## config.mk

```make
export PLATFORM = sky130hd
export DESIGN_NAME = hazard_addr_pipe
export DESIGN_NICKNAME = d
export VERILOG_FILES = /design/src/rtl/hazard_addr_pipe.sv
export SDC_FILE = /design/constraint.sdc
export NUM_CORES = 1
export LEC_CHECK = 0
export CAP_MARGIN = 25
export CORE_AREA = 2 2 53 55
export DETAILED_ROUTE_END_ITERATION = 6
export DIE_AREA = 0 0 55 57
export GPL_TIMING_DRIVEN = 0
export PLACE_DENSITY = 0.7
export SLEW_MARGIN = 10
export SYNTH_ARGS = -nofsm -noshare
export SYNTH_HDL_FRONTEND = slang
export SYNTH_SLANG_ARGS = --single-unit
```

## constraint.sdc

```tcl
create_clock -name clk -period 2.9 [get_ports clk]
set_clock_uncertainty 0.15 [all_clocks]
set_input_delay 0.435 -clock clk [delete_from_list [all_inputs] [get_ports clk]]
set_output_delay 0.435 -clock clk [all_outputs]
set_load 0.03 [all_outputs]
```

## src/rtl/hazard_addr_pipe.sv

```systemverilog
// Register-number and write-control pipeline (Execute/Memory/Writeback) feeding the hazard unit.
// Optional HAZARD_R15_GUARD_EN: compares involving R15 (all-ones) never report a match.
module hazard_addr_pipe #(
  parameter int ADDR_W = 4
) (
  input  logic              clk,
  input  logic              reset,
  input  logic [ADDR_W-1:0] RA1D,
  input  logic [ADDR_W-1:0] RA2D,
  input  logic [ADDR_W-1:0] WA3D,
  input  logic              RegWriteD,
  input  logic              MemtoRegD,
  input  logic              PCSrcD,
  input  logic              CondExE,
  input  logic              FlushE,
  output logic              Match_1E_M,
  output logic              Match_1E_W,
  output logic              Match_2E_M,
  output logic              Match_2E_W,
  output logic              Match_12D_E,
  output logic              RegWriteM,
  output logic              RegWriteW,
  output logic              MemtoRegE,
  output logic              PCWrPendingF,
  output logic              PCSrcW
);

  logic [ADDR_W-1:0] RA1E, RA2E, WA3E, WA3M, WA3W;
  logic              RegWriteE, PCSrcE, ValidE;
  logic              PCSrcM, ValidM, ValidW;

  function automatic logic regEq(input logic [ADDR_W-1:0] a, input logic [ADDR_W-1:0] b);
`ifdef HAZARD_R15_GUARD_EN
    // R15 reads come from PC+8, so they are never forwarded or stalled on
    return (a == b) && (a != '1) && (b != '1);
`else
    return a == b;
`endif
  endfunction

  always_ff @(posedge clk) begin
    if (reset) begin
      RA1E      <= '0;
      RA2E      <= '0;
      WA3E      <= '0;
      RegWriteE <= 1'b0;
      MemtoRegE <= 1'b0;
      PCSrcE    <= 1'b0;
      ValidE    <= 1'b0;
      WA3M      <= '0;
      RegWriteM <= 1'b0;
      PCSrcM    <= 1'b0;
      ValidM    <= 1'b0;
      WA3W      <= '0;
      RegWriteW <= 1'b0;
      PCSrcW    <= 1'b0;
      ValidW    <= 1'b0;
    end else begin
      // Flush turns the Execute slot into a bubble; address fields are don't-care then
      RA1E      <= RA1D;
      RA2E      <= RA2D;
      WA3E      <= WA3D;
      RegWriteE <= RegWriteD & ~FlushE;
      MemtoRegE <= MemtoRegD & ~FlushE;
      PCSrcE    <= PCSrcD & ~FlushE;
      ValidE    <= ~FlushE;
      WA3M      <= WA3E;
      RegWriteM <= RegWriteE & CondExE & ValidE;
      PCSrcM    <= PCSrcE & CondExE & ValidE;
      ValidM    <= ValidE;
      WA3W      <= WA3M;
      RegWriteW <= RegWriteM;
      PCSrcW    <= PCSrcM;
      ValidW    <= ValidM;
    end
  end

  // Execute sources against later-stage destinations: index = src*2 + dst (dst 0 = M, 1 = W)
  logic [ADDR_W-1:0] srcE [2];
  logic [ADDR_W-1:0] dstA [2];
  logic              dstV [2];
  logic [3:0]        matchE;

  assign srcE[0] = RA1E;
  assign srcE[1] = RA2E;
  assign dstA[0] = WA3M;
  assign dstA[1] = WA3W;
  assign dstV[0] = ValidM;
  assign dstV[1] = ValidW;

  generate
    for (genvar gi = 0; gi < 2; gi++) begin : g_src
      for (genvar gj = 0; gj < 2; gj++) begin : g_dst
        assign matchE[gi*2+gj] = ValidE & dstV[gj] & regEq(srcE[gi], dstA[gj]);
      end
    end
  endgenerate

  assign Match_1E_M   = matchE[0];
  assign Match_1E_W   = matchE[1];
  assign Match_2E_M   = matchE[2];
  assign Match_2E_W   = matchE[3];
  assign Match_12D_E  = ValidE & (regEq(RA1D, WA3E) | regEq(RA2D, WA3E));
  // Execute term ignores CondExE on purpose: fetch holds until the outcome is known
  assign PCWrPendingF = PCSrcD | (PCSrcE & ValidE) | PCSrcM;

endmodule

```

Yosys cells after proc, flatten, opt, wreduce, memory -nomap -nowiden
Cells that the tools add are included.

Input bits: 19. Flip-flop bits (word level): 30. Logic and storage cells: 40.

Bitwise gates (word level): 19. Equal/unequal tests: 6.

Operator list (count): equality test 4 bit (6); AND 1 bit (15); OR 1 bit (3); inverter 1 bit (1).

Depth between registers and ports, before layout
Gate-level depths: netlist of the first run.

Depth after elaboration: 3. Mapped depth: 3. Gate-level depth less buffers: 3.

Worst setup path after synthesis of the first run
OpenSTA, ideal clock, no wires.

Path kind: register -> output. Start: reg WA3M[2]. End: out Match_2E_M. Arrival: 1.472 ns. Path slack: 0.843 ns. Stages on the path, launching flop included: 3. Data required time: 2.315 ns. Path buffers: 0. Cells stage by stage: dfxtp_1 > xor2_1 > nor4_1.

Word-level cells in the longest chain between the ends: 2.

RTL lines: start, declared (RTL line 28) `logic [ADDR_W-1:0] RA1E, RA2E, WA3E, WA3M, WA3W;`; start signal, assigned (RTL line 50) `WA3M <= '0;`; start signal, assigned (RTL line 67) `WA3M <= WA3E;`; equality test 4 bit (RTL line 37) `return a == b;`; AND 1 bit (RTL line 94) `assign matchE[gi*2+gj] = ValidE & dstV[gj] & regEq(srcE[gi], dstA[gj]);`; end, declared (RTL line 18) `output logic Match_2E_M,`.

Every way passes these cells.

Final worst setup path of the first run
Start: reg ValidE. End: out Match_1E_W.

Word-level cells in the longest chain between the ends: 2.

RTL lines: start, declared (RTL line 29) `logic RegWriteE, PCSrcE, ValidE;`; start signal, assigned (RTL line 66) `ValidE <= ~FlushE;`; AND 1 bit (2 in series) (RTL line 94); end, declared (RTL line 17) `output logic Match_1E_W,`.

Every way passes these cells.

==> flow_metrics.env, run 1 <==
export IMPL_drive_above_1_share_pct=9.56
export IMPL_dieWidth_microns=55
export IMPL_synth_edf_count=0
export IMPL_outcome="finished clean"
export IMPL_multi_input_area_sq_um=478
export IMPL_syn_area_per_cell_sq_um=11.0
export IMPL_gp_congestion=0.748
export IMPL_cts_buffers=5
export IMPL_crit_family="buffers and inverters"
export IMPL_placed_cells=159
export IMPL_ys_flop_type="dfxtp_1"
export IMPL_max_clock_freq_ghz=0.384
export IMPL_cts_repair_resize_count=0
export IMPL_synth_cell_types=20
export IMPL_cts_root_buf="clkbuf_4"
export IMPL_grtUsageTotal_pct=14.3
export IMPL_path_class="reg2out"
export IMPL_final_fill_count=243
export IMPL_syn_inst=100
export IMPL_yosysMostFrequentCell="dfxtp_1"
export IMPL_wl_per_cell_microns=11.2
export IMPL_portBuffers=28
export IMPL_clockBufferDepth=2
export IMPL_slew_viol_final=0
export IMPL_antenna_cells=0
export IMPL_clkTransAtPathRegs_ns=0.09
export IMPL_fp_dieArea_sq_mm=0.00314
export IMPL_vias=764
export IMPL_yosys_area_top_type="dfxtp_1"
export IMPL_cp_arrival_ns=2.02
export IMPL_yosys_warnings=0
export IMPL_cp_cell_sequence="nand2_2 > a221o_1 > nor3_2 > clkdlybuf4s50_1"
export IMPL_area_delta_synth_final_pct=34.6
export IMPL_setup_tns_ns=0
export IMPL_start_util_pct=41.9
export IMPL_cts_tree="done"
export IMPL_hold_path_class="reg2reg"
export IMPL_ir_drop_mv=0.321
export IMPL_drt_total_wl_microns=1860
export IMPL_cp_num_buf_inv=1
export IMPL_grt_pass1_wl_microns=3060
export IMPL_htree_levels=2
export IMPL_fin_crit_ns=2.61
export IMPL_hold_buffers=0
export IMPL_synth_area_leaders="dfxtp_1 55%, nor2b_1 13%, xnor2_1 11%"
export IMPL_power_density_mw_per_mm2=526
export IMPL_grt_use_met2_pct=22.8
export IMPL_place_hpwl_microns=1470
export IMPL_via_per_inst=4.57
export IMPL_startpoint_type="flip-flop"
export IMPL_netlist_area_leader_share_pct=54.8
export IMPL_ys_ff_latch=30
export IMPL_antenna_found_initial=0
export IMPL_coreArea_sq_mm=0.00262
export IMPL_grt_overflow=0
export IMPL_final_seq_area_sq_um=601
export IMPL_fin_crit_sh_pct=89.9
export IMPL_power_leakage_nw=0.573
export IMPL_finalSetupViolations=0
export IMPL_worstSkewPairLatency_ns=0.32
export IMPL_die_h_microns=57
export IMPL_syn_nets=119
export IMPL_grt_setup_unrepaired="false"
export IMPL_cts_sinks=30
export IMPL_hold_violations=0
export IMPL_final_cells=167
export IMPL_route_detailed_drc=0
export IMPL_critPathCaptureType="primary output"
export IMPL_pin_count=29
export IMPL_netlist_area_sq_mm=0.00110
export IMPL_cpPeakStageDelay_ns=0.68
export IMPL_num_rows=19
export IMPL_grt_max_degree=11
export IMPL_worstMarginPinSlew_ns=0.310
export IMPL_nets=154
export IMPL_max_slew_margin_pct=79.3
export IMPL_dr_pass1_iters=4
export IMPL_met3_usage_pct=7.33
export IMPL_drtIter0Drc=11
export IMPL_drv_cap=0
export IMPL_ys_top_cells_by_count="30 x dfxtp_1, 23 x nor2b_1, 14 x xnor2_1"
export IMPL_ant_nets=0
export IMPL_cp_max_fo=6
export IMPL_crit_required_ns=2.32
export IMPL_grt_util_met1_pct=15.1
export IMPL_ys_async_sr_fraction_pct=0
export IMPL_post_cts_setup_buffers=0
export IMPL_top_usage_layer="met2"
export IMPL_first_global_vias=756
export IMPL_cp_slowest_cell="clkdlybuf4s50_1"
export IMPL_ys_seq_area_share_pct=54.8
-- power breakdown --
part           switching (W)  leakage [nW]  internal (W)
Sequential         0.0000142         0.247      0.000428
Combinational      0.0000313         0.291     0.0000520
Clock               0.000132        0.0353      0.000117
Total               0.000178         0.573      0.000597
-- metal layers --
layer / share of wire, % / routed length [microns] / vias up
met5: 0 / 0 / -
met4: 0.64 / 12 / 0
met3: 6.2 / 115 / 2
met2: 50 / 928 / 28
met1: 43 / 806 / 339
li1: - / - / 395
-- registers in the layout (all words and copies together), names as in the netlist, 4 cells and up --
register / flops
WA3W: 4
WA3M: 4
RA2E: 4
RA1E: 4
WA3E: 4
-- per-stage QoR --
| step | cell area [sq um] | total power, W | util (%) | hold WS (ns) | setup WS (ns) |
|---|---|---|---|---|---|
| final | 1480 | 0.000775 | 56.4 | 0.316 | 0.294 |
| after detailed placement | 1420 | 0.000536 | 54.1 | 0.309 | 0.307 |
| after floorplan | 1100 | 0.000494 | - | 0.287 | 0.843 |
| after global routing | 1480 | 0.000816 | 56.4 | 0.338 | 0.169 |
| after CTS | 1480 | 0.000786 | 56.4 | 0.321 | 0.263 |
| after global placement | 1420 | 0.000534 | 54.1 | 0.299 | 0.293 |
-- cells in the final DEF (no fill, tap or decap), drive strengths merged --
cell / n
nand3: 3
nor2b: 24
nand4: 2
clkbuf: 7
nor3: 2
clkinv: 1
and3: 2
a21boi: 1
a221o: 1
clkdlybuf4s50: 28
nand2: 1
inv: 2
xor2: 8
o221ai: 1
dfxtp: 30
nor4: 2
xnor2: 14
buf: 2
nor2: 1
and2: 3
a211o: 1
-- worst register-to-register path: cells and delay by family, from the launching register on --
kind | cells | cell delay (ns)
DFF | 1 | 0.50
and+or+nand+nor | 2 | 0.38
-- cells by family (layout without fill, tap and decap cells) --
kind of cell	after synthesis	count (layout)	synth area share, %
DFF	30	30	54.8
buffers and inverters	4	40	1.60
and+or+nand+nor	40	40	22.7
xor gates and xnor gates	22	22	17.6
AOI/OAI and AO/OA	4	4	3.31
-- area by class of cell --
class	count	area share [%]
tap	31	2.63
buffer	2	0.679
clock buffer	7	3.73
sequential	30	40.7
clock inverter	1	0.339
inverter	2	0.509
timing repair buffer	28	19.0
multi-input combinational	66	32.4
-- final timing paths --
kind,start,to,slack (ns),depth (start not counted)
setup / recovery,ValidE,Match_1E_W,0.29,4
hold / removal,RegWriteM,RegWriteW,0.32,1
setup reg to reg,ValidE,RegWriteM,1.82,2
hold reg to reg,RegWriteM,RegWriteW,0.32,1
Power figures use the tool's default switching activity.
==> inputs of run 2 (changes only) <==
CORE_AREA = 2 2 50 52   (was 2 2 53 55)
CTS_BUF_LIST = sky130_fd_sc_hd__clkbuf_16   (was unset)
DIE_AREA = 0 0 52 54   (was 0 0 55 57)
PLACE_DENSITY = 0.78   (was 0.7)
==> flow_metrics.env, run 2 (synthesized netlist as in run 1, its figures left out) <==
export IMPL_outcome="finished clean"
export IMPL_critical_path_depth=5
export IMPL_cpPeakStageDelay_ns=0.69
export IMPL_portBuffers=28
export IMPL_critPathCaptureType="primary output"
export IMPL_hold_violations=0
export IMPL_cts_tree="done"
export IMPL_clockBufferDepth=2
export IMPL_antenna_found_initial=0
export IMPL_fin_util_pct=67.0
export IMPL_place_area_sq_mm=0.00141
export IMPL_cts_sinks=30
export IMPL_route_detailed_drc=0
export IMPL_fin_crit_ns=2.64
export IMPL_max_slew_margin_pct=78.7
export IMPL_net_switching_power_w=0.000218
export IMPL_cp_arrival_ns=2.05
export IMPL_layout_common_cells="30 x dfxtp_1, 28 x clkdlybuf4s50_1, 23 x nor2b_1"
export IMPL_cp_cell_sequence="clkdlybuf4s50_1 > xnor2_1 > nand4_1 > a21boi_1 > clkdlybuf4s50_1"
export IMPL_fin_crit_sh_pct=90.9
export IMPL_grtUsageTotal_pct=18.1
export IMPL_pin_count=29
export IMPL_layout_commonest_cell="dfxtp_1"
export IMPL_power_density_mw_per_mm2=650
export IMPL_path_class="in2out"
export IMPL_grt_overflow=0
export IMPL_die_h_microns=54
export IMPL_grt_use_met2_pct=30.8
export IMPL_grt_util_met1_pct=19.3
export IMPL_worstMarginPinSlew_ns=0.319
export IMPL_p_int_w=0.000793
export IMPL_hold_buffers=0
export IMPL_crit_required_ns=2.32
export IMPL_final_area_sq_mm=0.00156
export IMPL_hold_path_class="reg2reg"
export IMPL_cp_slowest_cell="clkdlybuf4s50_1"
export IMPL_met3_usage_pct=5.00
export IMPL_grt_pass1_wl_microns=3360
export IMPL_clkTransAtPathRegs_ns=0.05
export IMPL_seq_power_share_pct=43.9
export IMPL_pwr_share_clk_pct=47.7
export IMPL_fp_dieArea_sq_mm=0.00281
export IMPL_setup_tns_ns=0
export IMPL_max_clock_freq_ghz=0.379
export IMPL_coreArea_sq_mm=0.00232
export IMPL_crit_top_cell="clkdlybuf4s50_1"
export IMPL_hold_depth=1
export IMPL_dieWidth_microns=52
export IMPL_vias=774
export IMPL_cp_max_fo=2
export IMPL_ant_nets=0
export IMPL_cts_root_buf="clkbuf_16"
export IMPL_post_cts_setup_buffers=0
export IMPL_grt_max_degree=11
export IMPL_dr_pass1_iters=4
export IMPL_drtIter0Drc=8
export IMPL_drt_total_wl_microns=2140
export IMPL_finalSetupViolations=0
export IMPL_first_global_vias=772
export IMPL_swShare_pct=21.5
export IMPL_place_hpwl_microns=1560
export IMPL_cts_buffers=5
export IMPL_ir_drop_mv=0.472
export IMPL_worstSkewPairLatency_ns=0.27
export IMPL_drive_above_1_share_pct=9.56
export IMPL_slew_viol_final=0
export IMPL_nets=154
export IMPL_htree_levels=2
export IMPL_power_leakage_nw=0.605
export IMPL_final_cells=166
export IMPL_crit_family="buffers and inverters"
export IMPL_start_util_pct=47.2
export IMPL_antenna_cells=0
export IMPL_placed_cells=158
export IMPL_area_delta_synth_final_pct=41.9
export IMPL_gp_congestion=0.720
export IMPL_startpoint_type="input port"
export IMPL_drv_cap=0
export IMPL_reg2reg_depth=2
export IMPL_p_comb_share_pct=8.4
export IMPL_wl_per_cell_microns=12.9
export IMPL_top_usage_layer="met2"
export IMPL_num_rows=18
export IMPL_grt_setup_unrepaired="false"
export IMPL_via_per_inst=4.66
export IMPL_cp_num_buf_inv=2
export IMPL_cts_repair_resize_count=0
[run 2: final timing paths]
path / slack [ns] / to / from
worst max-delay path: 0.26 / Match_12D_E / RA1D[3]
worst min-delay path: 0.31 / RegWriteM / RegWriteE
worst max register to register: 1.85 / PCSrcM / ValidE
worst min register to register: 0.31 / RegWriteM / RegWriteE
[run 2: routing by layer]
| layer | vias to the layer above | part of all wire [%] | wire (microns) |
|---|---|---|---|
| li1 | 391 | - | - |
| met1 | 354 | 39 | 840 |
| met3 | 7 | 3.8 | 82 |
| met2 | 22 | 54 | 1160 |
| met5 | - | 0 | 0 |
| met4 | 0 | 2.6 | 55 |
[run 2: power by group through the flow]
stage               clock [W]  combinational, W  sequential [W]
floorplan                   0         0.0000439        0.000450
global placement            0         0.0000824        0.000451
detailed placement          0         0.0000850        0.000452
CTS                  0.000492         0.0000859        0.000444
global route         0.000513         0.0000922        0.000446
finish               0.000482         0.0000848        0.000444
[run 2: area by class of cell]
class | instances | area, sq um
Fill cell | 176 | 764
Sequential cell | 30 | 601
Multi-Input combinational cell | 66 | 478
Timing Repair Buffer | 28 | 280
Clock buffer | 5 | 125
Tap cell | 30 | 37.5
Clock inverter | 3 | 16.3
Buffer | 2 | 10.0
Inverter | 2 | 7.51
[run 2: per-stage QoR]
| step | hold slack, ns | total power, W | worst slack [ns] |
|---|---|---|---|
| floorplan | 0.287 | 0.000494 | 0.843 |
| global placement | 0.297 | 0.000534 | 0.301 |
| detailed placement | 0.303 | 0.000537 | 0.293 |
| CTS | 0.314 | 0.00102 | 0.272 |
| global route | 0.326 | 0.00105 | 0.215 |
| finish | 0.313 | 0.00101 | 0.263 |
==> inputs of run 3 (changes only) <==
CORE_AREA = 2 2 64 42   (was 2 2 50 52)
DIE_AREA = 0 0 66 44   (was 0 0 52 54)
PLACE_DENSITY = 0.77   (was 0.78)
==> flow_metrics.env, run 3 (synthesized netlist as in run 1, its figures left out) <==
export IMPL_cts_tree="done"
export IMPL_antenna_cells=0
export IMPL_r2r_slack_ns=1.84
export IMPL_grt_overflow=0
export IMPL_grt_max_degree=11
export IMPL_ir_drop_mv=0.489
export IMPL_crit_top_cell="clkdlybuf4s50_1"
export IMPL_num_rows=14
export IMPL_net_switching_power_w=0.000211
export IMPL_slew_viol_final=0
export IMPL_drt_total_wl_microns=2150
export IMPL_post_cts_setup_buffers=0
export IMPL_grtUsageTotal_pct=17.6
export IMPL_hold_buffers=0
export IMPL_die_h_microns=44
export IMPL_gp_congestion=0.773
export IMPL_finalSetupViolations=0
export IMPL_hold_path_class="reg2reg"
export IMPL_layout_commonest_cell="dfxtp_1"
export IMPL_area_delta_synth_final_pct=43.7
export IMPL_drv_cap=0
export IMPL_fp_dieArea_sq_mm=0.00290
export IMPL_setup_tns_ns=0
export IMPL_top_usage_layer="met2"
export IMPL_wl_per_cell_microns=12.9
export IMPL_htree_levels=2
export IMPL_start_util_pct=46.7
export IMPL_clockBufferDepth=2
export IMPL_first_global_vias=794
export IMPL_path_class="in2out"
export IMPL_via_per_inst=4.53
export IMPL_grt_use_met2_pct=27.3
export IMPL_nets=154
export IMPL_power_density_mw_per_mm2=691
export IMPL_reg2reg_depth=2
export IMPL_worstSkewPairLatency_ns=0.27
export IMPL_cts_repair_resize_count=0
export IMPL_drive_above_1_share_pct=8.89
export IMPL_place_hpwl_microns=1580
export IMPL_antenna_found_initial=0
export IMPL_final_fill_count=186
export IMPL_coreArea_sq_mm=0.00235
export IMPL_crit_end="Match_12D_E"
export IMPL_swShare_pct=19.4
export IMPL_seq_power_share_pct=40.9
export IMPL_vias=756
export IMPL_grt_util_met1_pct=20.6
export IMPL_reg2reg_from="ValidE"
export IMPL_dr_pass1_iters=4
export IMPL_layout_common_cells="30 x dfxtp_1, 28 x clkdlybuf4s50_1, 23 x nor2b_1"
export IMPL_portBuffers=28
export IMPL_cp_arrival_ns=2.02
export IMPL_hold_violations=0
export IMPL_ant_nets=0
export IMPL_grt_setup_unrepaired="false"
export IMPL_fin_crit_sh_pct=89.7
export IMPL_power_leakage_nw=0.615
export IMPL_crit_reg2reg_capture="PCSrcM"
export IMPL_startpoint_type="input port"
export IMPL_cp_num_buf_inv=2
export IMPL_cts_root_buf="clkbuf_16"
export IMPL_drtIter0Drc=12
export IMPL_finalPower_w=0.00109
export IMPL_fin_crit_ns=2.60
export IMPL_whs_ns=0.312
export IMPL_route_detailed_drc=0
export IMPL_p_comb_share_pct=7.8
export IMPL_crit_family="buffers and inverters"
export IMPL_cpPeakStageDelay_ns=0.69
export IMPL_cp_slowest_cell="clkdlybuf4s50_1"
export IMPL_p_int_w=0.000877
export IMPL_pin_count=29
export IMPL_crit_required_ns=2.32
export IMPL_pwr_share_clk_pct=51.4
export IMPL_max_slew_margin_pct=77.3
export IMPL_cp_cell_sequence="clkdlybuf4s50_1 > xnor2_1 > nand4_1 > a21boi_1 > clkdlybuf4s50_1"
export IMPL_cp_max_fo=2
export IMPL_worstMarginPinSlew_ns=0.338
export IMPL_cts_sinks=30
export IMPL_outcome="finished clean"
export IMPL_met3_usage_pct=8.83
export IMPL_max_clock_freq_ghz=0.385
export IMPL_dieWidth_microns=66
export IMPL_crit_start="RA2D[2]"
export IMPL_critical_path_depth=5
export IMPL_grt_pass1_wl_microns=3510
export IMPL_cts_buffers=5
export IMPL_critPathCaptureType="primary output"
export IMPL_clkTransAtPathRegs_ns=0.05
## run 3: changes by cell type in the layout (fill, tap and decap cells not counted), sizes merged
cell,previous run,this run
bufinv,0,1
clkinv,2,1
clkinvlp,1,0
## run 3: area by class of cell
type / instances / area, sq um / share of cell area (%)
repair buffers: 28 / 280 / 17.8
clock buffers: 5 / 125 / 7.94
multi-input cells: 66 / 478 / 30.3
flip-flops and latches: 30 / 601 / 38.1
inverters: 2 / 7.51 / 0.477
well taps: 32 / 40.0 / 2.54
plain buffers: 2 / 10.0 / 0.635
clock inverters: 2 / 33.8 / 2.14
## run 3: metrics by stage
step | utilization, % | cell area (sq um) | std cells | setup slack, ns
floorplan | - | 1100 | 100 | 0.843
global placement | 60.3 | 1420 | 160 | 0.295
detailed placement | 60.3 | 1420 | 160 | 0.271
CTS | 67.1 | 1580 | 167 | 0.281
global route | 67.1 | 1580 | 167 | 0.213
finish | 67.1 | 1580 | 167 | 0.300
## run 3: power by group through the flow
| stage | Combinational, W | Sequential, W | Clock [W] |
|---|---|---|---|
| final | 0.0000848 | 0.000445 | 0.000559 |
| after global routing | 0.0000919 | 0.000446 | 0.000588 |
| after CTS | 0.0000854 | 0.000445 | 0.000565 |
| after detailed placement | 0.0000844 | 0.000453 | 0 |
| after global placement | 0.0000818 | 0.000452 | 0 |
| after floorplan | 0.0000439 | 0.000450 | 0 |
## run 3: how the worst min path moves through the flow
stage / from / endpoint / slack (ns) / cells after the start
3_5_place_dp: RegWriteE / RegWriteM / 0.30 / 1
5_1_grt: RegWriteE / RegWriteM / 0.33 / 1
4_1_cts: RegWriteM / RegWriteW / 0.31 / 1
6_report: RegWriteM / RegWriteW / 0.31 / 1
2_1_floorplan: RegWriteE / RegWriteM / 0.29 / 1
3_3_place_gp: RegWriteE / RegWriteM / 0.30 / 1
## run 3: routing by layer
layer / share of wire, % / up-vias
li1: - / 391
met1: 47 / 339
met2: 46 / 24
met3: 6.2 / 2
met4: 0.93 / 0
met5: 0 / -
